--- config.mk ---
export PLATFORM = sky130hd
export DESIGN_NAME = grn_dsm_writer
export DESIGN_NICKNAME = d
export VERILOG_FILES = /design/src/rtl/grn_dsm_writer.sv
export SDC_FILE = /design/constraint.sdc
export NUM_CORES = 1
export LEC_CHECK = 0
export ABC_AREA = 1
export CAP_MARGIN = 20
export CORE_AREA = 2 2 273 275
export CTS_CLUSTER_SIZE = 8
export DETAILED_ROUTE_END_ITERATION = 12
export DIE_AREA = 0 0 275 277
export GPL_ROUTABILITY_DRIVEN = 1
export SLEW_MARGIN = 20
export SYNTH_ARGS = -nofsm -noshare
export SYNTH_HDL_FRONTEND = slang
export SYNTH_SLANG_ARGS = --single-unit
--- constraint.sdc ---
create_clock -name clk -period 2.45 [get_ports clk]
set_input_delay 0.3675 -clock clk [delete_from_list [all_inputs] [get_ports clk]]
set_output_delay 0.3675 -clock clk [all_outputs]
set_load 0.05 [all_outputs]
--- src/rtl/grn_dsm_writer.sv ---
// GRN DSM status writer: turns AFU status-report requests into one 64B CCI-P c1 write
// to hc_dsm_base + line, then waits for the tagged write response and pulses done.
package ccip_if_pkg;
    typedef logic [41:0]  t_ccip_clAddr;
    typedef logic [15:0]  t_ccip_mdata;
    typedef logic [511:0] t_ccip_clData;

    typedef enum logic [1:0] {eVC_VA = 2'h0, eVC_VL0 = 2'h1, eVC_VH0 = 2'h2, eVC_VH1 = 2'h3} t_ccip_vc;
    typedef enum logic [1:0] {eCL_LEN_1 = 2'h0, eCL_LEN_2 = 2'h1, eCL_LEN_4 = 2'h3} t_ccip_clLen;
    typedef enum logic [3:0] {
        eREQ_WRLINE_I = 4'h0, eREQ_WRLINE_M = 4'h1, eREQ_WRPUSH_I = 4'h2,
        eREQ_WRFENCE  = 4'h4, eREQ_INTR     = 4'h6
    } t_ccip_c1_req;
    typedef enum logic [3:0] {eRSP_WRLINE = 4'h1, eRSP_WRFENCE = 4'h4, eRSP_INTR = 4'h6} t_ccip_c1_rsp;

    typedef struct packed {
        logic [5:0]   rsvd2;
        t_ccip_vc     vc_sel;
        logic         sop;
        logic         rsvd1;
        t_ccip_clLen  cl_len;
        t_ccip_c1_req req_type;
        logic [5:0]   rsvd0;
        t_ccip_clAddr address;
        t_ccip_mdata  mdata;
    } t_ccip_c1_ReqMemHdr;

    typedef struct packed {
        t_ccip_vc     vc_used;
        logic         rsvd1;
        logic         hit_miss;
        logic         format;
        logic         rsvd0;
        logic [1:0]   cl_num;
        t_ccip_c1_rsp resp_type;
        t_ccip_mdata  mdata;
    } t_ccip_c1_RspMemHdr;

    typedef struct packed {
        t_ccip_c1_ReqMemHdr hdr;
        t_ccip_clData       data;
        logic               valid;
    } t_if_ccip_c1_Tx;

    typedef struct packed {
        t_ccip_c1_RspMemHdr hdr;
        logic               rspValid;
    } t_if_ccip_c1_Rx;
endpackage

module grn_dsm_writer
    import ccip_if_pkg::*;
#(
    parameter int          DSM_LINES   = 4,
    parameter logic [15:0] MDATA_TAG   = 16'hD5A0,
    parameter int          RSP_TIMEOUT = 4096,
    localparam int         LW          = (DSM_LINES > 1) ? $clog2(DSM_LINES) : 1
) (
    input  logic           clk,
    input  logic           reset,
    input  logic [41:0]    hc_dsm_base,
    input  logic           enable,
    // req: a request transfers on every cycle where req_valid && req_ready; req_valid must
    // not depend on req_ready, and req_ready never depends on req_valid (state only).
    input  logic           req_valid,
    output logic           req_ready,
    input  logic [LW-1:0]  req_line,
    input  logic [31:0]    req_status,
    output t_if_ccip_c1_Tx c1Tx,
    input  logic           c1TxAlmFull,
    input  t_if_ccip_c1_Rx c1Rx,
    output logic           done,
    output logic           err_timeout,
    output logic           err_nobase,
    output logic [1:0]     dbg_state
);
    localparam int TW = $clog2(RSP_TIMEOUT + 1);

    typedef enum logic [1:0] {IDLE = 2'd0, ISSUE = 2'd1, WAIT_RSP = 2'd2} state_t;

    state_t             state, state_nxt;
    logic [63:0]        cyc, cyc_q;
    logic [31:0]        seq, status_q;
    logic [LW-1:0]      line_q;
    logic [TW-1:0]      timer;
    logic               rsp_match, timer_expired, accept, issue_fire;
    t_ccip_c1_ReqMemHdr wr_hdr;
    logic               unused_rsp_bits;

    assign req_ready     = (state == IDLE);
    assign dbg_state     = state;
    assign accept        = req_ready && req_valid;
    assign issue_fire    = (state == ISSUE) && !c1TxAlmFull;
    assign rsp_match     = c1Rx.rspValid && (c1Rx.hdr.resp_type == eRSP_WRLINE)
                           && (c1Rx.hdr.mdata == MDATA_TAG);
    assign timer_expired = (timer == TW'(RSP_TIMEOUT - 1));
    assign unused_rsp_bits = ^{c1Rx.hdr.vc_used, c1Rx.hdr.rsvd1, c1Rx.hdr.hit_miss,
                               c1Rx.hdr.format, c1Rx.hdr.rsvd0, c1Rx.hdr.cl_num};

    always_ff @(posedge clk) begin
        if (reset) state <= IDLE;
        else       state <= state_nxt;
    end

    always_comb begin
        state_nxt = state;
        case (state)
            IDLE:     if (req_valid && (hc_dsm_base != '0)) state_nxt = ISSUE;
            ISSUE:    if (!c1TxAlmFull) state_nxt = WAIT_RSP;
            WAIT_RSP: if (rsp_match || timer_expired) state_nxt = IDLE;
            default:  state_nxt = IDLE;
        endcase
    end

    // Address is base + line in the 42-bit cache-line space; carries past bit 41 are dropped.
    always_comb begin
        wr_hdr          = '0;
        wr_hdr.vc_sel   = eVC_VA;
        wr_hdr.sop      = 1'b1;
        wr_hdr.cl_len   = eCL_LEN_1;
        wr_hdr.req_type = eREQ_WRLINE_I;
        wr_hdr.address  = hc_dsm_base + t_ccip_clAddr'(line_q);
        wr_hdr.mdata    = MDATA_TAG;
    end

    always_ff @(posedge clk) begin
        if (reset) begin
            c1Tx        <= '0;
            done        <= 1'b0;
            err_timeout <= 1'b0;
            err_nobase  <= 1'b0;
            seq         <= '0;
            cyc         <= '0;
            cyc_q       <= '0;
            status_q    <= '0;
            line_q      <= '0;
            timer       <= '0;
        end else begin
            c1Tx.valid <= 1'b0;
            done       <= 1'b0;
            cyc        <= enable ? cyc + 64'd1 : 64'd0;
            timer      <= (state == WAIT_RSP) ? timer + TW'(1) : '0;
            if (accept) begin
                line_q   <= req_line;
                status_q <= req_status;
                cyc_q    <= cyc;
                if (hc_dsm_base == '0) err_nobase <= 1'b1;
            end
            if (issue_fire) begin
                c1Tx.valid <= 1'b1;
                c1Tx.hdr   <= wr_hdr;
                c1Tx.data  <= {384'd0, cyc_q, seq, status_q};
            end
            // A response landing in the final timer cycle still counts as success.
            if (state == WAIT_RSP) begin
                if (rsp_match) begin
                    done <= 1'b1;
                    seq  <= seq + 32'd1;
                end else if (timer_expired) begin
                    err_timeout <= 1'b1;
                end
            end
        end
    end
endmodule
Word-level counts from Yosys, hierarchy flattened. Index checks and enable logic that the tools add are counted.

Bits in writable memories: 0. Memories: 0. Bits in latches: 0. Logic and storage cells: 52. Input bits: 110. Bits in registers: 385. ROM bits: 0.

$lt $le $gt $ge: 0. Reduce and logical (&&, ||, !) cells: 16. Shift-type cells: 0. Bitwise gates (word level): 3. Add/sub/neg operators: 4. Eq/ne operators: 8. Multiply operators: 0. Muxes and demuxes: 6. Div/mod/pow operators: 0.

Operator list (count): $add 64x1->64 const B (1); $add 42x2->42 (1); $logic_not 42->1 (1); $reduce_bool 42->1 (1); $add 32x1->32 const B (1); $eq 16x16->1 const B (1); $add 13x1->13 const B (1); $eq 13x12->1 const B (1); $mux 2 (3); $pmux 2 s3 (1); $reduce_and 3->1 (2); $logic_and 1x1->1 (5); $eq 4x1->1 const B (1); $ne 2x2->1 const B (2); $reduce_and 2->1 (2); $reduce_or 2->1 (2); $not 1->1 (3); $eq 2x1->1 const B (1); $eq 2x2->1 const B (1); $logic_not 2->1 (1); $mux 1 (2); $ne 2x1->1 const B (1); $logic_not 1->1 (1); $logic_or 1x1->1 (1).

Depth between registers and ports, before layout.
Word-level depth: 6. Gate-level depth with buffers: 11. Depth with buffers taken out: 11.

Least setup slack after synthesis. OpenSTA, ideal clock, no wires.

Path kind: register -> register. From: register state[0] (netlist: dbg_state[0]). To: register cyc_q[38]. Data arrival time: 2.195 ns. Buffers on the path: 2. Setup slack: 0.127 ns. Stages on the path, launching flop included: 7. Required time: 2.322 ns. Clock period less this slack: 2.323 ns. Cells stage by stage: dfxtp_1 nor2_1 nand2_1 inv_1 buf_2 clkbuf_1 a21oi_1.

Longest elaborated chain between the ends: 2.

RTL lines: start, declared (RTL line 81) `state_t state, state_nxt;`; start signal, assigned (RTL line 102) `else state <= state_nxt;`; $logic_not 2->1 (RTL line 90) `assign req_ready = (state == IDLE);`; via req_ready (RTL line 66) `output logic req_ready,`; $logic_and 1x1->1 (RTL line 92) `assign accept = req_ready && req_valid;`; end signal, assigned (RTL line 146) `cyc_q <= cyc;`; end, declared (RTL line 82) `logic [63:0] cyc, cyc_q;`.

The timed path passes the listed nets, and every way through them passes these cells. A chain may end at the register's enable or synchronous reset.

Worst setup path in the final report.
From: register state[0] (netlist: dbg_state[0]). To: output req_ready.

Longest elaborated chain between the ends: 1.

RTL lines (RTL line): $logic_not 2->1 (90); end, declared (66).

No other way between the ends.

==> reports/summary.md <==
The flow ran to the end, and the final reports show no timing, DRC or antenna violations. The async set-reset flop share out of synthesis is 0%, and the final count of negative-setup-slack endpoints is 0. The flip-flop and latch count after synthesis works out to 384. The fraction of the cycle the final worst path needs came out at 96.8%. The total core area was 73600 um^2. Counting distinct cell types in the post-synthesis netlist gives 35. Clock-pin transition on the worst setup and hold timing paths: 0.05 ns.

Routability-driven placement finished with a final weighted congestion of 0.958. The total setup buffers inserted after CTS is 0, and the average routed wire per standard cell is 15.0 um. The detail route stage leaves a number of antenna-violating nets equal to 0.

For this run, the number of Yosys warnings is 0. In the post-synthesis netlist, the biggest area contributors are sky130_fd_sc_hd__dfxtp_1 38%, sky130_fd_sc_hd__buf_4 16%, sky130_fd_sc_hd__nor2_1 12%. The post-detailed-route via-to-cell ratio was 4.21. The number of buffers created by CTS is 56, and the share of the yosys chip area belonging to registers is 37.8%. For this run the aggregate overflow at the end of global routing stands at 0.

The endpoint kind of the worst setup timing path is an output port. Of the total synthesized cell area, the portion taken by AND, OR, NAND and NOR gates is 28.0%. In the final layout, the multi-input gates occupy 9960 um^2. A synthesized cell averages 6.86 um^2. Fill cells in the final layout number 8008.

The number of max-slew violations in the final report was 0. Summing over every cut layer, the via total after detailed routing is 17784. Path category of the worst min-delay check: input pin to flip-flop.

Subtracting the final worst setup slack from the clock period gives 2.37 ns. The total non-filler cell area in the finished layout came out at 24400 um^2. Initial standard-cell utilization of the core: 27.6%.

Of the total synthesized cell area, the portion taken by full adders, half adders and majority gates is 0.406%. For this run, the top clock speed supported by timing is 422 MHz. The main combinational cell family by area after synthesis was simple AND/OR/NAND/NOR gates.

The number of iterations in the first detailed-routing pass came out at 5. The cell area that synthesis handed to floorplanning was 20300 um^2. Entering global routing, the biggest net connects 75 pins. In this run the deepest clock path goes through 3 buffers. The wire length of the first global-routing pass was 93.3 mm. The count of pins on the block boundary came out at 709. The leakage power of the design is 9.98 nW. In this run the clock root is driven by a sky130_fd_sc_hd__clkbuf_16. The final layout contains routed wiring with a total length of 63.3 mm.

Power spread over the standard cell area amounts to 719 nW/um^2. The logs give 0 for the max capacitance violation total and 15.7% for the total global routing track utilization. The required time of the critical path is 2.08 ns. After routing, the total negative slack on setup checks comes to 0 ns. Prior to clock tree synthesis, the placed netlist has a worst setup slack of 0.0763 ns. The design draws 17.6 mW. For met3 alone, demand over resource in global routing was 2.36%. The count of cells resized by post-cts repair was 0; the fraction of the mapped netlist area in compound gates was 11.3%. Count of buffers from port buffering: 286. Leaving out filler cells and counting taps, the final layout contains 4220.

The worst-case vdd ir drop is 0.000545 V. Summing all flip-flop and latch instances after layout gives 7690 um^2. The tools report the nature of the critical path startpoint as a flip-flop.

The highest-utilization routing layer at the global route stage is met2. TritonCTS built the clock tree. At the pin with the least slew margin, the transition time is 0.700 ns. Multiplexer cells account for 0% of the synthesized area. In this run the tightest slew margin relative to its limit is 53.2%. The final worst-path setup slack was 0.0792 ns; the critical path data arrival time was 2.00 ns. The post-placement cell count is 4147. The number of global-route vias before repair is 15879, and the final net count is 3352.

By startpoint and endpoint, the worst setup path is classified as flip-flop to output port. Floorplan die width: 275 um. The area enclosed by the die boundary is 76200 um^2, and the largest fanout of any net on the critical path is 5.

The total count of hold-check failures in the final report was 0. Summed over its instances, the top area cell type makes up 37.8% of the synthesized netlist area. For met1 alone, demand over resource in global routing was 20.5%. The run gives 2963 as the gate count after technology mapping.

Relative to the synthesized area, the layout overhead comes to 20.3%. Summing all placed instances gives a cell area of 22800 um^2. The post-detailed-route DRC marker count came out at 0. sky130_fd_sc_hd__dfxtp_1 takes more of the synthesized area than any other cell. On the final layout, the worst clock skew is 0.0484 ns.

Setup repair after global routing left no endpoint under its margin. The detailed placement HPWL came out at 48.0 mm. CTS built an H-tree with a depth of 2. The tree built by TritonCTS fans out to 384 sinks.

Of the total synthesized cell area, the portion taken by XOR and XNOR cells is 1.59%. Counting flops with a built-in enable in the synthesized netlist gives 0. The fraction of the core area covered by cells at the end of the flow was 33.2%; the placement row count was 100. Final hold analysis gives a worst-case slack of 0.224 ns.

The tools report the clock latency at the later pin of the worst-skew pair as 0.64 ns. In this run, the number of DRC markers left after iteration 0 of detailed routing was 1064. The count of hold buffers inserted by post-cts repair is 0. Cells with a size suffix above 1 make up 4.37% of the layout. The height of the die is 277 um, and the initial antenna violation count is 2. The tools report the met2 layer usage reported by global route as 26.4%. The most used flip-flop cell after synthesis was sky130_fd_sc_hd__dfxtp_1.
final cells by class:
type	instances	area share [%]
clock inverters	6	0.533
clock buffers	66	6.05
well taps	969	4.96
repair buffers	327	13.6
inverters	170	2.65
multi-input cells	2297	40.8
diodes	1	0.0102
flip-flops and latches	384	31.5
worst max-delay path, cell delays in order, from the launching register on:
cell and delay [ns]:
sky130_fd_sc_hd__dfxtp_1 0.37, sky130_fd_sc_hd__nor2_1 0.19, sky130_fd_sc_hd__clkdlybuf4s50_1 0.83
Yosys cell counts (6+ instances only):
cell type	count
sky130_fd_sc_hd__buf_4	424
sky130_fd_sc_hd__nand4_1	38
sky130_fd_sc_hd__xnor2_1	13
sky130_fd_sc_hd__nand3_1	92
sky130_fd_sc_hd__nor3_1	6
sky130_fd_sc_hd__dfxtp_1	384
sky130_fd_sc_hd__nand2_1	526
sky130_fd_sc_hd__clkbuf_1	75
sky130_fd_sc_hd__a21oi_1	137
sky130_fd_sc_hd__nor2_4	6
sky130_fd_sc_hd__o21bai_1	11
sky130_fd_sc_hd__xor2_1	24
sky130_fd_sc_hd__nor2_1	675
sky130_fd_sc_hd__buf_2	24
sky130_fd_sc_hd__nand3b_1	17
sky130_fd_sc_hd__or2_0	12
sky130_fd_sc_hd__o21ai_0	267
sky130_fd_sc_hd__nor2_2	8
sky130_fd_sc_hd__inv_1	165
sky130_fd_sc_hd__o21a_1	21
placed cells by master (no fill, tap or decap), types with 30 or more instances in the layout:
cell type	instances
sky130_fd_sc_hd__clkdlybuf4s50_1	284
sky130_fd_sc_hd__nor2_1	674
sky130_fd_sc_hd__conb_1	414
sky130_fd_sc_hd__inv_1	164
sky130_fd_sc_hd__nand4_1	38
sky130_fd_sc_hd__buf_4	30
sky130_fd_sc_hd__clkbuf_16	56
sky130_fd_sc_hd__dfxtp_1	384
sky130_fd_sc_hd__nand2_1	525
sky130_fd_sc_hd__o21ai_0	267
sky130_fd_sc_hd__a21oi_1	137
sky130_fd_sc_hd__nand3_1	92
routing by layer:
layer / up-vias / part of all wire (%)
li1: 9080 / -
met1: 8114 / 45
met2: 489 / 48
met3: 101 / 5.0
met4: 0 / 2.7
met5: - / 0
flip-flops by register name, summed over array words and instances (netlist names):
signal / flops
c1Tx: 172
cyc: 64
cyc_q: 64
seq: 32
status_q: 32
timer: 13
dbg_state: 2
line_q: 2
done: 1
err_nobase: 1
err_timeout: 1
power breakdown:
part / internal, mW / total, mW / switching [mW]
clock network: 4.31 / 7.23 / 2.92
logic: 0.743 / 3.59 / 2.85
registers: 6.58 / 6.74 / 0.165
final timing paths:
path,from,end,slack (ns),cells after the start
hold reg to reg,timer[0],timer[0],0.45,1
setup / recovery,dbg_state[0],req_ready,0.08,2
setup reg to reg,cyc[0],cyc[48],0.36,8
hold / removal,reset,timer[10],0.22,4
cell families (layout without fill, tap and decap cells):
| kind of cell | Yosys count | in the layout |
|---|---|---|
| AOI/OAI and AO/OA | 440 | 440 |
| and+or+nand+nor | 1400 | 1400 |
| adders and majority gates | 6 | 6 |
| DFF | 384 | 384 |
| xor gates and xnor gates | 37 | 37 |
| buffers and inverters | 695 | 569 |
| other | 1 | 415 |
No activity file was read; power rests on OpenSTA's default activity.
